File: config.mk
export PLATFORM = sky130hd
export DESIGN_NAME = miner_mem_responder
export DESIGN_NICKNAME = d
export VERILOG_FILES = /design/src/rtl/miner_mem_responder.sv
export SDC_FILE = /design/constraint.sdc
export NUM_CORES = 1
export LEC_CHECK = 0
export CORE_ASPECT_RATIO = 1.4
export CORE_UTILIZATION = 55
export DETAILED_ROUTE_END_ITERATION = 10
export GPL_ROUTABILITY_DRIVEN = 0
export PLACE_DENSITY = 0.73
export RECOVER_POWER = 25
export REMOVE_ABC_BUFFERS = 1
export SLEW_MARGIN = 20
export SYNTH_ARGS = -nofsm -noshare
export SYNTH_HDL_FRONTEND = slang
export SYNTH_MEMORY_MAX_BITS = 65536
export SYNTH_SLANG_ARGS = --single-unit
File: constraint.sdc
create_clock -name clk -period 7.45 [get_ports clk]
set_input_delay 0.745 -clock clk [delete_from_list [all_inputs] [get_ports clk]]
set_output_delay 0.745 -clock clk [all_outputs]
set_load 0.02 [all_outputs]
File: src/rtl/miner_mem_responder.sv
// Memory-side responder for the hash miner: serves the block header,
// captures per-nonce hashes, and scans them for the best nonce.
// Ports: clk/reset; hdr_wr_* host header load; target/scan_clear host
// control; mem_* miner bus; miner_done scan trigger; scan_busy,
// result_valid, found, best_nonce, best_h0 results; wr_count, rd_oob,
// wr_oob bus status.
module miner_mem_responder #(
  parameter int          NUM_NONCES = 16,
  parameter logic [15:0] MSG_BASE   = 16'h0000,
  parameter logic [15:0] OUT_BASE   = 16'h0040
) (
  input  logic                          clk,
  input  logic                          reset,
  input  logic                          hdr_wr_en,
  input  logic [4:0]                    hdr_wr_idx,
  input  logic [31:0]                   hdr_wr_data,
  input  logic [31:0]                   target,
  input  logic                          scan_clear,
  input  logic [15:0]                   mem_addr,
  input  logic                          mem_we,
  input  logic [31:0]                   mem_write_data,
  output logic [31:0]                   mem_read_data,
  input  logic                          miner_done,
  output logic                          scan_busy,
  output logic                          result_valid,
  output logic                          found,
  output logic [$clog2(NUM_NONCES)-1:0] best_nonce,
  output logic [31:0]                   best_h0,
  output logic [7:0]                    wr_count,
  output logic                          rd_oob,
  output logic                          wr_oob
);

  localparam int NW = $clog2(NUM_NONCES);
  localparam int HW = NW + 3;
  localparam int HD = 8 * NUM_NONCES;

  // 17-bit window ends so a window near the top of the map cannot wrap
  localparam logic [16:0] MSG_END = {1'b0, MSG_BASE} + 17'd20;
  localparam logic [16:0] OUT_END = {1'b0, OUT_BASE} + 17'(HD);

  typedef enum logic [1:0] {
    IDLE,
    SCAN,
    REPORT
  } state_e;

  logic [31:0] hdr_q  [20];
  logic [31:0] hash_q [HD];

  state_e          state_q, state_d;
  logic [NW-1:0]   n_q, n_d;
  logic [31:0]     tgt_q, tgt_d;
  logic [31:0]     rdata_q, rdata_d;
  logic            valid_q, valid_d;
  logic            found_q, found_d;
  logic [NW-1:0]   bnonce_q, bnonce_d;
  logic [31:0]     bh0_q, bh0_d;
  logic [7:0]      cnt_q, cnt_d;
  logic            rd_oob_q, rd_oob_d;
  logic            wr_oob_q, wr_oob_d;

  logic            rd_hit, wr_hit, hash_we;
  logic [4:0]      rd_idx;
  logic [HW-1:0]   wr_idx;
  logic [31:0]     h0;

  assign rd_hit = ({1'b0, mem_addr} >= {1'b0, MSG_BASE})
               && ({1'b0, mem_addr} <  MSG_END);
  assign wr_hit = ({1'b0, mem_addr} >= {1'b0, OUT_BASE})
               && ({1'b0, mem_addr} <  OUT_END);
  assign rd_idx = 5'(mem_addr - MSG_BASE);
  assign wr_idx = HW'(mem_addr - OUT_BASE);
  assign h0     = hash_q[{n_q, 3'b000}];

  always_comb begin
    state_d  = state_q;
    n_d      = n_q;
    tgt_d    = tgt_q;
    valid_d  = valid_q;
    found_d  = found_q;
    bnonce_d = bnonce_q;
    bh0_d    = bh0_q;
    cnt_d    = cnt_q;
    rd_oob_d = rd_oob_q;
    wr_oob_d = wr_oob_q;
    hash_we  = 1'b0;

    rdata_d = rd_hit ? hdr_q[rd_idx] : 32'h0;

    if (scan_clear) begin
      rd_oob_d = 1'b0;
      wr_oob_d = 1'b0;
      cnt_d    = 8'h0;
    end

    // a cycle without a write is a read; flag it if off the header
    if (!mem_we && !rd_hit) rd_oob_d = 1'b1;

    if (mem_we) begin
      if (state_q == IDLE && wr_hit) begin
        hash_we = 1'b1;
        if (cnt_d != 8'hFF) cnt_d = cnt_d + 8'd1;
      end else begin
        wr_oob_d = 1'b1;
      end
    end

    unique case (state_q)
      IDLE: begin
        if (miner_done) begin
          tgt_d   = target;
          valid_d = 1'b0;
          found_d = 1'b0;
          n_d     = '0;
          state_d = SCAN;
        end else if (scan_clear) begin
          valid_d  = 1'b0;
          found_d  = 1'b0;
          bnonce_d = '0;
          bh0_d    = 32'h0;
        end
      end
      SCAN: begin
        // strict less keeps the lower index on ties
        if (n_q == '0 || h0 < bh0_q) begin
          bh0_d    = h0;
          bnonce_d = n_q;
        end
        n_d = n_q + NW'(1);
        if (n_q == NW'(NUM_NONCES - 1)) state_d = REPORT;
      end
      REPORT: begin
        found_d = bh0_q < tgt_q;
        valid_d = 1'b1;
        state_d = IDLE;
      end
      default: state_d = IDLE;
    endcase
  end

  always_ff @(posedge clk or posedge reset) begin
    if (reset) begin
      state_q  <= IDLE;
      n_q      <= '0;
      tgt_q    <= 32'h0;
      rdata_q  <= 32'h0;
      valid_q  <= 1'b0;
      found_q  <= 1'b0;
      bnonce_q <= '0;
      bh0_q    <= 32'h0;
      cnt_q    <= 8'h0;
      rd_oob_q <= 1'b0;
      wr_oob_q <= 1'b0;
    end else begin
      state_q  <= state_d;
      n_q      <= n_d;
      tgt_q    <= tgt_d;
      rdata_q  <= rdata_d;
      valid_q  <= valid_d;
      found_q  <= found_d;
      bnonce_q <= bnonce_d;
      bh0_q    <= bh0_d;
      cnt_q    <= cnt_d;
      rd_oob_q <= rd_oob_d;
      wr_oob_q <= wr_oob_d;
    end
  end

  // buffers are plain RAM: never reset, reads see the pre-write word
  always_ff @(posedge clk) begin
    if (hdr_wr_en && hdr_wr_idx < 5'd20) hdr_q[hdr_wr_idx] <= hdr_wr_data;
    if (hash_we) hash_q[wr_idx] <= mem_write_data;
  end

  assign mem_read_data = rdata_q;
  assign scan_busy     = (state_q == SCAN);
  assign result_valid  = valid_q;
  assign found         = found_q;
  assign best_nonce    = bnonce_q;
  assign best_h0       = bh0_q;
  assign wr_count      = cnt_q;
  assign rd_oob        = rd_oob_q;
  assign wr_oob        = wr_oob_q;

endmodule

# ---- Word level (Yosys, flattened, before mapping)
# Memories as Yosys holds them, arrays and structs flattened.
# Cells that the tools add are included.
dict set report word_totals {
  ff_bits 118
  n_memories 2
  mem_bits_rw 4736
  word_cells 81
  input_bits 123
}
dict set report classes {
  n_mux 32
  n_addsub 3
  n_reduce_logical 17
  n_lt_le_gt_ge 6
  eq_ne 10
}
# memory words word_bits read_ports rd_ports_with_merged_regs write_ports line
set mem_list {}
lappend mem_list {hash_q 128 32 1 0 1 49} ;# logic [31:0] hash_q [HD];
lappend mem_list {hdr_q 20 32 1 0 1 48} ;# logic [31:0] hdr_q [20];
# cell count
set ops {}
lappend ops {{2-to-1 mux 32 bit} 4}
lappend ops {{< comparator 32 bit} 2}
lappend ops {{case mux 32 bit (2 select lines)} 1}
lappend ops {{2-to-1 mux 8 bit} 4}
lappend ops {{greater-or-equal comparator 16 x 7 -> 1 bit, second input constant} 1}
lappend ops {{< comparator 16 x 5 -> 1 bit, second input constant} 1}
lappend ops {{< comparator 16 x 8 -> 1 bit, second input constant} 1}
lappend ops {{2-to-1 mux 4 bit} 4}
lappend ops {{case mux 4 bit (2 select lines)} 2}
lappend ops {{2-to-1 mux 1 bit} 12}
lappend ops {{adder 8 x 1 -> 8 bit, second input constant} 1}
lappend ops {{!= test 8 bit, second input constant} 1}
lappend ops {{AND reduction 2 bit} 4}
lappend ops {{subtractor 7 bit, second input constant} 1}
lappend ops {{!= test 2 bit, second input constant} 3}
lappend ops {{nonzero test 2 bit} 3}
lappend ops {{< comparator 5 bit, second input constant} 1}
lappend ops {{adder 4 x 1 -> 4 bit, second input constant} 1}
lappend ops {{equality test 4 bit, second input constant} 1}
lappend ops {{logical AND 1 bit} 4}
lappend ops {{zero test 4 bit} 1}
lappend ops {{2-to-1 mux 2 bit} 2}
lappend ops {{!= test 2 x 1 -> 1 bit, second input constant} 2}
lappend ops {{case mux 1 bit (2 select lines)} 2}
lappend ops {{other kinds (8)} 9}

# ---- Logic depth before layout (Yosys ltp)
# Gate-level depths: netlist (run 1).
dict set report depth {
  word_depth 7
  depth_mapped 16
}

# ---- Least setup slack after synthesis (run 1)
# No wires, ideal clock.
dict set report synth_timing {
  path_type {input to register}
  start {in mem_addr[0]}
  end {mem hash_q[0][0], enable pin}
  arrival_time_ns 4.702
  path_stages 7
  slack_ns 2.287
  path_buffers 4
  path_cell_list {clkbuf_1 > clkbuf_1 > buf_2 > buf_1 > nor4b_1 > nand3b_1 > nor3_1}
}
dict set report synth_via {
  elab_chain_len 7
}
# item line
set synth_rtl {}
lappend synth_rtl {{from (decl)} 19} ;# input logic [15:0] mem_addr,
lappend synth_rtl {{greater-or-equal comparator 16 x 7 -> 1 bit / < comparator 16 x 8 -> 1 bit (equally long branches)} {70, 71}}
lappend synth_rtl {{logical AND 1 bit} 71} ;# && ({1'b0, mem_addr} < OUT_END);
lappend synth_rtl {{logical AND 1 bit} 101} ;# if (state_q == IDLE && wr_hit) begin
lappend synth_rtl {{2-to-1 mux 1 bit} 101}
lappend synth_rtl {{2-to-1 mux 1 bit} 100} ;# if (mem_we) begin
lappend synth_rtl {{2-to-1 mux 1 bit} 173} ;# if (hash_we) hash_q[wr_idx] <= mem_write_data;
lappend synth_rtl {{2-to-1 mux 1 bit (not written as such)} 173}
lappend synth_rtl {{to (decl)} 49}
# Several ways; a longest one is shown, not always the timed one.

# ---- Worst setup path in the final report (run 1)
dict set report layout_timing {
  start {reg n_q[0]}
  end {reg bh0_q[9], in the netlist best_h0[9]}
}
dict set report layout_via {
  elab_chain_len 5
}
# item line
set layout_rtl {}
lappend layout_rtl {{from (decl)} 52} ;# logic [NW-1:0] n_q, n_d;
lappend layout_rtl {{from (signal assigned)} 157} ;# n_q <= n_d;
lappend layout_rtl {{memory read (128 x 32 bit)} --}
lappend layout_rtl {{< comparator 32 bit} 126} ;# if (n_q == '0 || h0 < bh0_q) begin
lappend layout_rtl {{logical OR 1 bit} 126}
lappend layout_rtl {{!= test 2 x 1 -> 1 bit (no source line)} --}
lappend layout_rtl {{AND reduction 4 bit (no source line)} --}
lappend layout_rtl {{to (signal assigned)} 163} ;# bh0_q <= bh0_d;
lappend layout_rtl {{to (decl)} 58} ;# logic [31:0] bh0_q, bh0_d;
# Several ways; a longest one is shown, not always the timed one. The select of a mux whose other input is x is not followed.
# A chain may end at the register's enable or synchronous reset.

==> impl_results.md, run 1 <==
- Worst EP required: 8070 ps
- Clk pwr share: 0.325
- Clock sink count: 1270
- Final setup vio count: 0
- Mapped Area: 0.04922 mm²
- 1st-pass router iterations: 5
- DP Wirelength: 61810 µm
- Max Clock Freq: 179.6 MHz
- Commonest non-fill, non-tap cells in the layout: 1152 x edfxtp_1, 320 x mux4_2, 157 x clkdlybuf4s50_1
- Post-cts gate resize count: 0
- Final Core Density: 0.6426
- Layout cell share with drive strength beyond 1: 0.2265
- IO buf count: 203
- Hold-fix buffers, CTS: 0
- Fraction of registers with async set/reset: 0.09291
- Top Ports: 204
- Min Tclk post-route: 5568 ps
- Register share of total power: 0.460
- Failing checks: capacitance limit, slew limit
- Net Sw Frac: 0.2740
- First-pass GRT wire length: 165200 µm
- Core region area: 0.08845 mm²
- Crit. End Element: flop
- DP Area: 0.05306 mm²
- Clock latency on the worst-skew pair: 690 ps
- Vias in the first global route: 25640
- CTS buffer count: 113
- ANT nets after route: 0
- Leakage: 0.01882 µW
- Avg Inst Size Synth: 21.08 µm²
- Total track usage: 0.2545
- Post-DR wirelength/cell: 28.96 µm
- Post-synth EDFFs: 1152
- Cell variety after synth: 50
- Worst Hold Slack: 511.9 ps
- Tcrit/Tclk final: 0.7473
- Clock-pin slew on the worst setup and hold paths: 60 ps
- #FFs+latches synth: 1270
- Status: finished with violations
- Unrepaired setup endpoints after global routing: false
- Syn. warnings: 0
- Die span in y: 356.0 µm
- Mapped Cells: 2335
- Vias: 24280
- Number of remaining DRC errors: 0
- Final Hold Fails: 0
- Power density cells: 319.8 mW/mm²
- Final nets: 2791
- CP Max Fanout: 44
- Dominant synthesized flop cell: edfxtp_1
- Chip Width: 254.8 µm
- CP Class: reg -> reg
- Total grt overflow: 0
- Largest net degree at the start of global routing: 91
- CTS Buffer Depth: 3
- Pre-CTS setup slack: 1890 ps
- Area grow syn2layout: 15.48%
- Critical Path AT: 6190 ps
- Maxcap violations: 1
- Fin. max-slew vios: 49
- Initial antenna violation count: 17
- Worst Skew: 28.62 ps
- Hold crit path type: reg -> reg
- Number of setup buffers added after CTS: 0
- Net Sw Power: 4979 µW
- Worst-margin pin slew: 3336 ps
- Post-route cell area: 0.05684 mm²
- Initial DRC count: 2525
- Sequential element share of the synthesized area: 0.7628
- DIE AREA: 0.09071 mm²
- Total power draw: 18170 µW
- Most common cell after layout, fill and taps aside: edfxtp_1
- Via/cell ratio: 6.257
- Final WL: 112400 µm
- Internal Power: 13190 µW
- CTS tree: built
- Startpoint types: flop
- Starting Density: 0.5565
- H-tree Lvls: 3
- Fin worst setup slack: 1882 ps
- Clock root buffer: clkbuf_16
- Gate power share: 0.215
- Standard-cell rows: 129
- Max VDD drop: 224.0 µV
- Max-slew headroom: -1.236
[per-layer routing]
layer  global-route usage  part of all wire
met1               0.3250              0.37
met2               0.4395              0.52
met3              0.04011             0.074
met4              0.09701             0.035
met5                    0           0.00075
[path summary, 6_finish.rpt]
kind / to / slack, ps / startpoint / depth (start not counted)
max: best_h0[9]$_DFFE_PP0P_ / 1880 / n_q[0]$_DFFE_PP0P_ / 12
min: best_nonce[3]$_DFFE_PP0P_ / 510 / best_nonce[3]$_DFFE_PP0P_ / 1
max reg2reg: best_h0[9]$_DFFE_PP0P_ / 1880 / n_q[0]$_DFFE_PP0P_ / 12
min reg2reg: best_nonce[3]$_DFFE_PP0P_ / 510 / best_nonce[3]$_DFFE_PP0P_ / 1
max in group asynchronous: n_q[1]$_DFFE_PP0P_ / 3830 / reset / 3
min in group asynchronous: mem_read_data[0]$_DFF_PP0_ / 1470 / reset / 2
[worst max-delay path: stages, from the launching register on]
cell	delay, ps
dfrtp_4	1020
buf_12	310
buf_4	350
mux4_2	540
a22oi_1	190
nand2_1	130
ha_1	350
nand4_1	120
nor4_1	570
o2111ai_1	200
o211ai_1	640
a211o_2	760
a22o_1	270
[per-stage QoR]
| step | TNS (ps) | instances |
|---|---|---|
| after floorplan | -44650 | 2223 |
| after global placement | 0 | 3667 |
| after detailed placement | 0 | 3667 |
| after CTS | 0 | 3877 |
| after global routing | 0 | 3878 |
| final | 0 | 3880 |
[power groups by stage]
| stage | logic [µW] | registers (µW) | clock network (µW) |
|---|---|---|---|
| 2_1_floorplan | 2520 | 8650 | 0 |
| 3_3_place_gp | 3790 | 8500 | 0 |
| 3_5_place_dp | 3900 | 8520 | 0 |
| 4_1_cts | 3940 | 8370 | 5970 |
| 5_1_grt | 4250 | 8410 | 6230 |
| 6_report | 3910 | 8370 | 5900 |
[cell type report]
cell class,instances,area (µm²)
clock buffers,144,3088
repair buffers,265,2539
flip-flops and latches,1270,37550
fillers,5848,31610
well taps,1179,1475
inverters,75,282.8
multi-input cells,878,11210
diodes,3,7.507
clock inverters,66,681.9
[synthesized netlist by cell type (3+ instances only)]
cell type  count  share of area
a211o_1        4        0.00071
a211oi_1       5        0.00076
a21o_1         6        0.00092
a21oi_1       23         0.0023
a22o_1        35         0.0062
a22oi_1       62         0.0095
buf_1         30         0.0023
buf_2          6        0.00061
buf_6          3        0.00069
clkbuf_1      73         0.0056
dfrtp_1      118          0.060
edfxtp_1    1152           0.70
ha_1          65          0.017
inv_1         74         0.0056
mux2_2         3        0.00069
mux2i_1       33         0.0067
mux4_2       320           0.15
nand2_1       89         0.0068
nand2b_1       9         0.0011
nand3_1       14         0.0014
nand3b_1       3        0.00046
nand4_1        8         0.0010
nor2_1        82         0.0063
nor2b_1        7        0.00089
nor3_1        16         0.0016
nor4_1         4        0.00051
o211ai_1       6        0.00092
o21a_1         4        0.00061
o21ai_0       51         0.0052
xnor2_1        3        0.00053
[flip-flops by register name, indices dropped and copies added (netlist names)]
signal         count
wr_oob             1
mem_read_data     32
rd_oob             1
found              1
state_q            2
wr_count           8
best_h0           32
hash_q           512
best_nonce         4
n_q                4
hdr_q            640
result_valid       1
tgt_q             32
[logic make-up after synthesis]
kind of cell / share of synthesized area
adders and majority gates: 0.01652
muxes: 0.1538
xor gates and xnor gates: 0.0008899
DFF: 0.7628
and+or+nand+nor: 0.02171
buffers and inverters: 0.01487
AOI/OAI and AO/OA: 0.02934
Note: power is estimated with default switching activity, not from simulation.
==> run 2, diff against run 1 <==
--- a/config.mk
+++ b/config.mk
@@ -9,7 +9,7 @@
 export CORE_UTILIZATION = 55
 export DETAILED_ROUTE_END_ITERATION = 10
 export GPL_ROUTABILITY_DRIVEN = 0
-export PLACE_DENSITY = 0.73
+export PLACE_DENSITY = 0.76
 export RECOVER_POWER = 25
 export REMOVE_ABC_BUFFERS = 1
 export SLEW_MARGIN = 20
==> constraint.sdc (replaced) <==
create_clock -name clk -period 5 [get_ports clk]
set_input_delay 0.5 -clock clk [delete_from_list [all_inputs] [get_ports clk]]
set_output_delay 0.5 -clock clk [all_outputs]
set_load 0.02 [all_outputs]
==> impl_results.md, run 2 (synthesized netlist as in run 1, its figures left out) <==
- Startpoint types: flop
- Vias: 24500
- Largest net degree at the start of global routing: 110
- Post-cts gate resize count: 0
- Leakage: 0.01884 µW
- Fin. max-slew vios: 60
- Met3 WL post-DR: 8108 µm
- Pre-CTS setup slack: 420.0 ps
- Total track usage: 0.2580
- Top Ports: 204
- Worst EP required: 5570 ps
- Total grt overflow: 0
- Number of remaining DRC errors: 0
- First-pass GRT wire length: 167500 µm
- IO buf count: 203
- Met2 WL post-DR: 60400 µm
- CTS tree: built
- Reg area: 0.03755 mm²
- Post-DR wirelength/cell: 29.30 µm
- Via/cell ratio: 6.290
- Fin worst setup slack: 422.5 ps
- Slowest stage delay, CP: 750 ps
- Hold-fix buffers, CTS: 0
- RR Startpoint: n_q[0]$_DFFE_PP0P_
- Fill cells: 5742
- Clock sink count: 1270
- Final Core Density: 0.6429
- Standard-cell rows: 129
- Multi-input logic area: 0.01121 mm²
- Worst-margin pin slew: 3595 ps
- ANT nets after route: 0
- Max VDD drop: 328.2 µV
- Clock-pin slew on the worst setup and hold paths: 70 ps
- Final setup vio count: 0
- H-tree Lvls: 3
- Failing checks: capacitance limit, slew limit
- Clock latency on the worst-skew pair: 690 ps
- Critical Path AT: 5140 ps
- Crit. End Element: flop
- Final nets: 2807
- Hold crit path type: in -> reg
- Vias in the first global route: 26090
- Worst Skew: 19.18 ps
- Tcrit/Tclk final: 0.9155
- CTS buffer count: 111
- Core region area: 0.08845 mm²
- Initial antenna violation count: 13
- CP Class: reg -> reg
- Most common cell after layout, fill and taps aside: edfxtp_1
- CP Max Fanout: 25
- Biggest register: hdr_q
- Die span in y: 356.0 µm
- Cell depth of the worst hold path: 3
- R2R setup slack: 420 ps
- Min Tclk post-route: 4577 ps
- Maxcap violations: 1
- Number of setup buffers added after CTS: 0
- R2R cell count: 15
- 1st-pass router iterations: 8
- Min-delay src: target[22]
- Crit-path cells: buf_12 > buf_4 > mux4_2 > a22oi_1 > nand2_1 > ha_1 > nand2_1 > or3_1 > nor4_1 > o2111ai_1 > o211ai_1 > buf_4 > a21oi_2 > buf_12 > a22o_1
- Initial DRC count: 2572
- Final Hold Fails: 0
- Hold EP: tgt_q[22]$_DFFE_PP0P_
- DP Wirelength: 63530 µm
- DR top layer: met5
- Commonest non-fill, non-tap cells in the layout: 1152 x edfxtp_1, 320 x mux4_2, 158 x clkdlybuf4s50_1
- Power density cells: 472.9 mW/mm²
- Final WL: 114100 µm
- DIE AREA: 0.09071 mm²
- Slowest-stage cell, CP: dfrtp_4
- Largest register FFs: 640
- DRT met1 WL: 41360 µm
- Worst R2R End: best_h0[9]$_DFFE_PP0P_
- Biggest regs: hdr_q x640, hash_q x512
- Max Clock Freq: 218.5 MHz
- Chip Width: 254.8 µm
- Area grow syn2layout: 15.53%
- Layout cell share with drive strength beyond 1: 0.2246
- Status: finished with violations
- Starting Density: 0.5565
- CTS Buffer Depth: 3
- Clock root buffer: clkbuf_16
- Unrepaired setup endpoints after global routing: false
- Max-slew headroom: -1.410
-- run 2: cell count changes in the layout (fill, tap and decap cells not counted), moves of 2 or more --
cell | previous run | this run
buf_12 | 4 | 18
clkbuf_1 | 20 | 34
bufinv_16 | 13 | 6
clkinv_2 | 22 | 15
clkinvlp_4 | 10 | 3
clkbuf_16 | 116 | 111
buf_4 | 58 | 62
inv_6 | 1 | 5
inv_16 | 0 | 3
clkinv_4 | 2 | 4
diode_2 | 3 | 5
-- run 2: final cells by class --
cell class                      count  area share
Antenna cell                        5   0.0002200
Clock buffer                      152     0.05279
Clock inverter                     53    0.008450
Inverter                           75    0.004973
Multi-Input combinational cell    878      0.1971
Sequential cell                  1270      0.6604
Tap cell                         1179     0.02594
Timing Repair Buffer              283     0.05010
-- run 2: worst max-delay path by stage --
stage	from	to	slack, ps	depth (start not counted)
after detailed placement	n_q[0]$_DFFE_PP0P_	best_h0[9]$_DFFE_PP0P_	420	15
after global routing	n_q[0]$_DFFE_PP0P_	best_h0[9]$_DFFE_PP0P_	170	15
after global placement	n_q[0]$_DFFE_PP0P_	best_h0[11]$_DFFE_PP0P_	510	15
after CTS	n_q[0]$_DFFE_PP0P_	best_h0[7]$_DFFE_PP0P_	400	15
final	n_q[0]$_DFFE_PP0P_	best_h0[9]$_DFFE_PP0P_	420	15
after floorplan	n_q[0]$_DFFE_PP0P_	best_nonce[0]$_DFFE_PP0P_	-3730	11
-- run 2: routing by layer --
layer / vias to the layer above / GRT usage
met1: 12900 / 0.3203
met3: 260 / 0.03755
met4: 6 / 0.1017
met5: - / 0
met2: 1151 / 0.4554
li1: 10180 / -
-- run 2: where the power goes --
group / switching [µW] / internal (µW) / leakage [µW]
logic: 3300 / 2910 / 0.00526
registers: 430 / 12000 / 0.0119
clock network: 3750 / 4530 / 0.00170
-- run 2: stage by stage --
step                total power (µW)  setup TNS (ps)  cells  instance area [µm²]  hold WS, ps
detailed placement             18790               0   3685                53370        502.9
floorplan                      16640         -137630   2223                48770        481.9
global placement               18560               0   3685                53370        495.7
global route                   27890               0   3891                56850        371.8
finish                         26890               0   3895                56860        386.0
CTS                            27010               0   3890                56850        330.1
-- run 2: worst max-delay path: cells and delay by family (launching register included) --
| kind | cells | cell delay (ps) |
|---|---|---|
| compound gates | 5 | 970 |
| fa+ha+maj | 1 | 310 |
| buf+inv | 4 | 890 |
| mux | 1 | 510 |
| simple gates | 4 | 960 |
| flops | 1 | 750 |
==> run 3, diff against run 2 <==
--- a/config.mk
+++ b/config.mk
@@ -5,8 +5,10 @@
 export SDC_FILE = /design/constraint.sdc
 export NUM_CORES = 1
 export LEC_CHECK = 0
+export CAP_MARGIN = 0
 export CORE_ASPECT_RATIO = 1.4
 export CORE_UTILIZATION = 55
+export CTS_CLUSTER_DIAMETER = 150
 export DETAILED_ROUTE_END_ITERATION = 10
 export GPL_ROUTABILITY_DRIVEN = 0
 export PLACE_DENSITY = 0.76
==> results of run 3 <==
The final DEF is identical to that of run 2; final timing and power are the same.
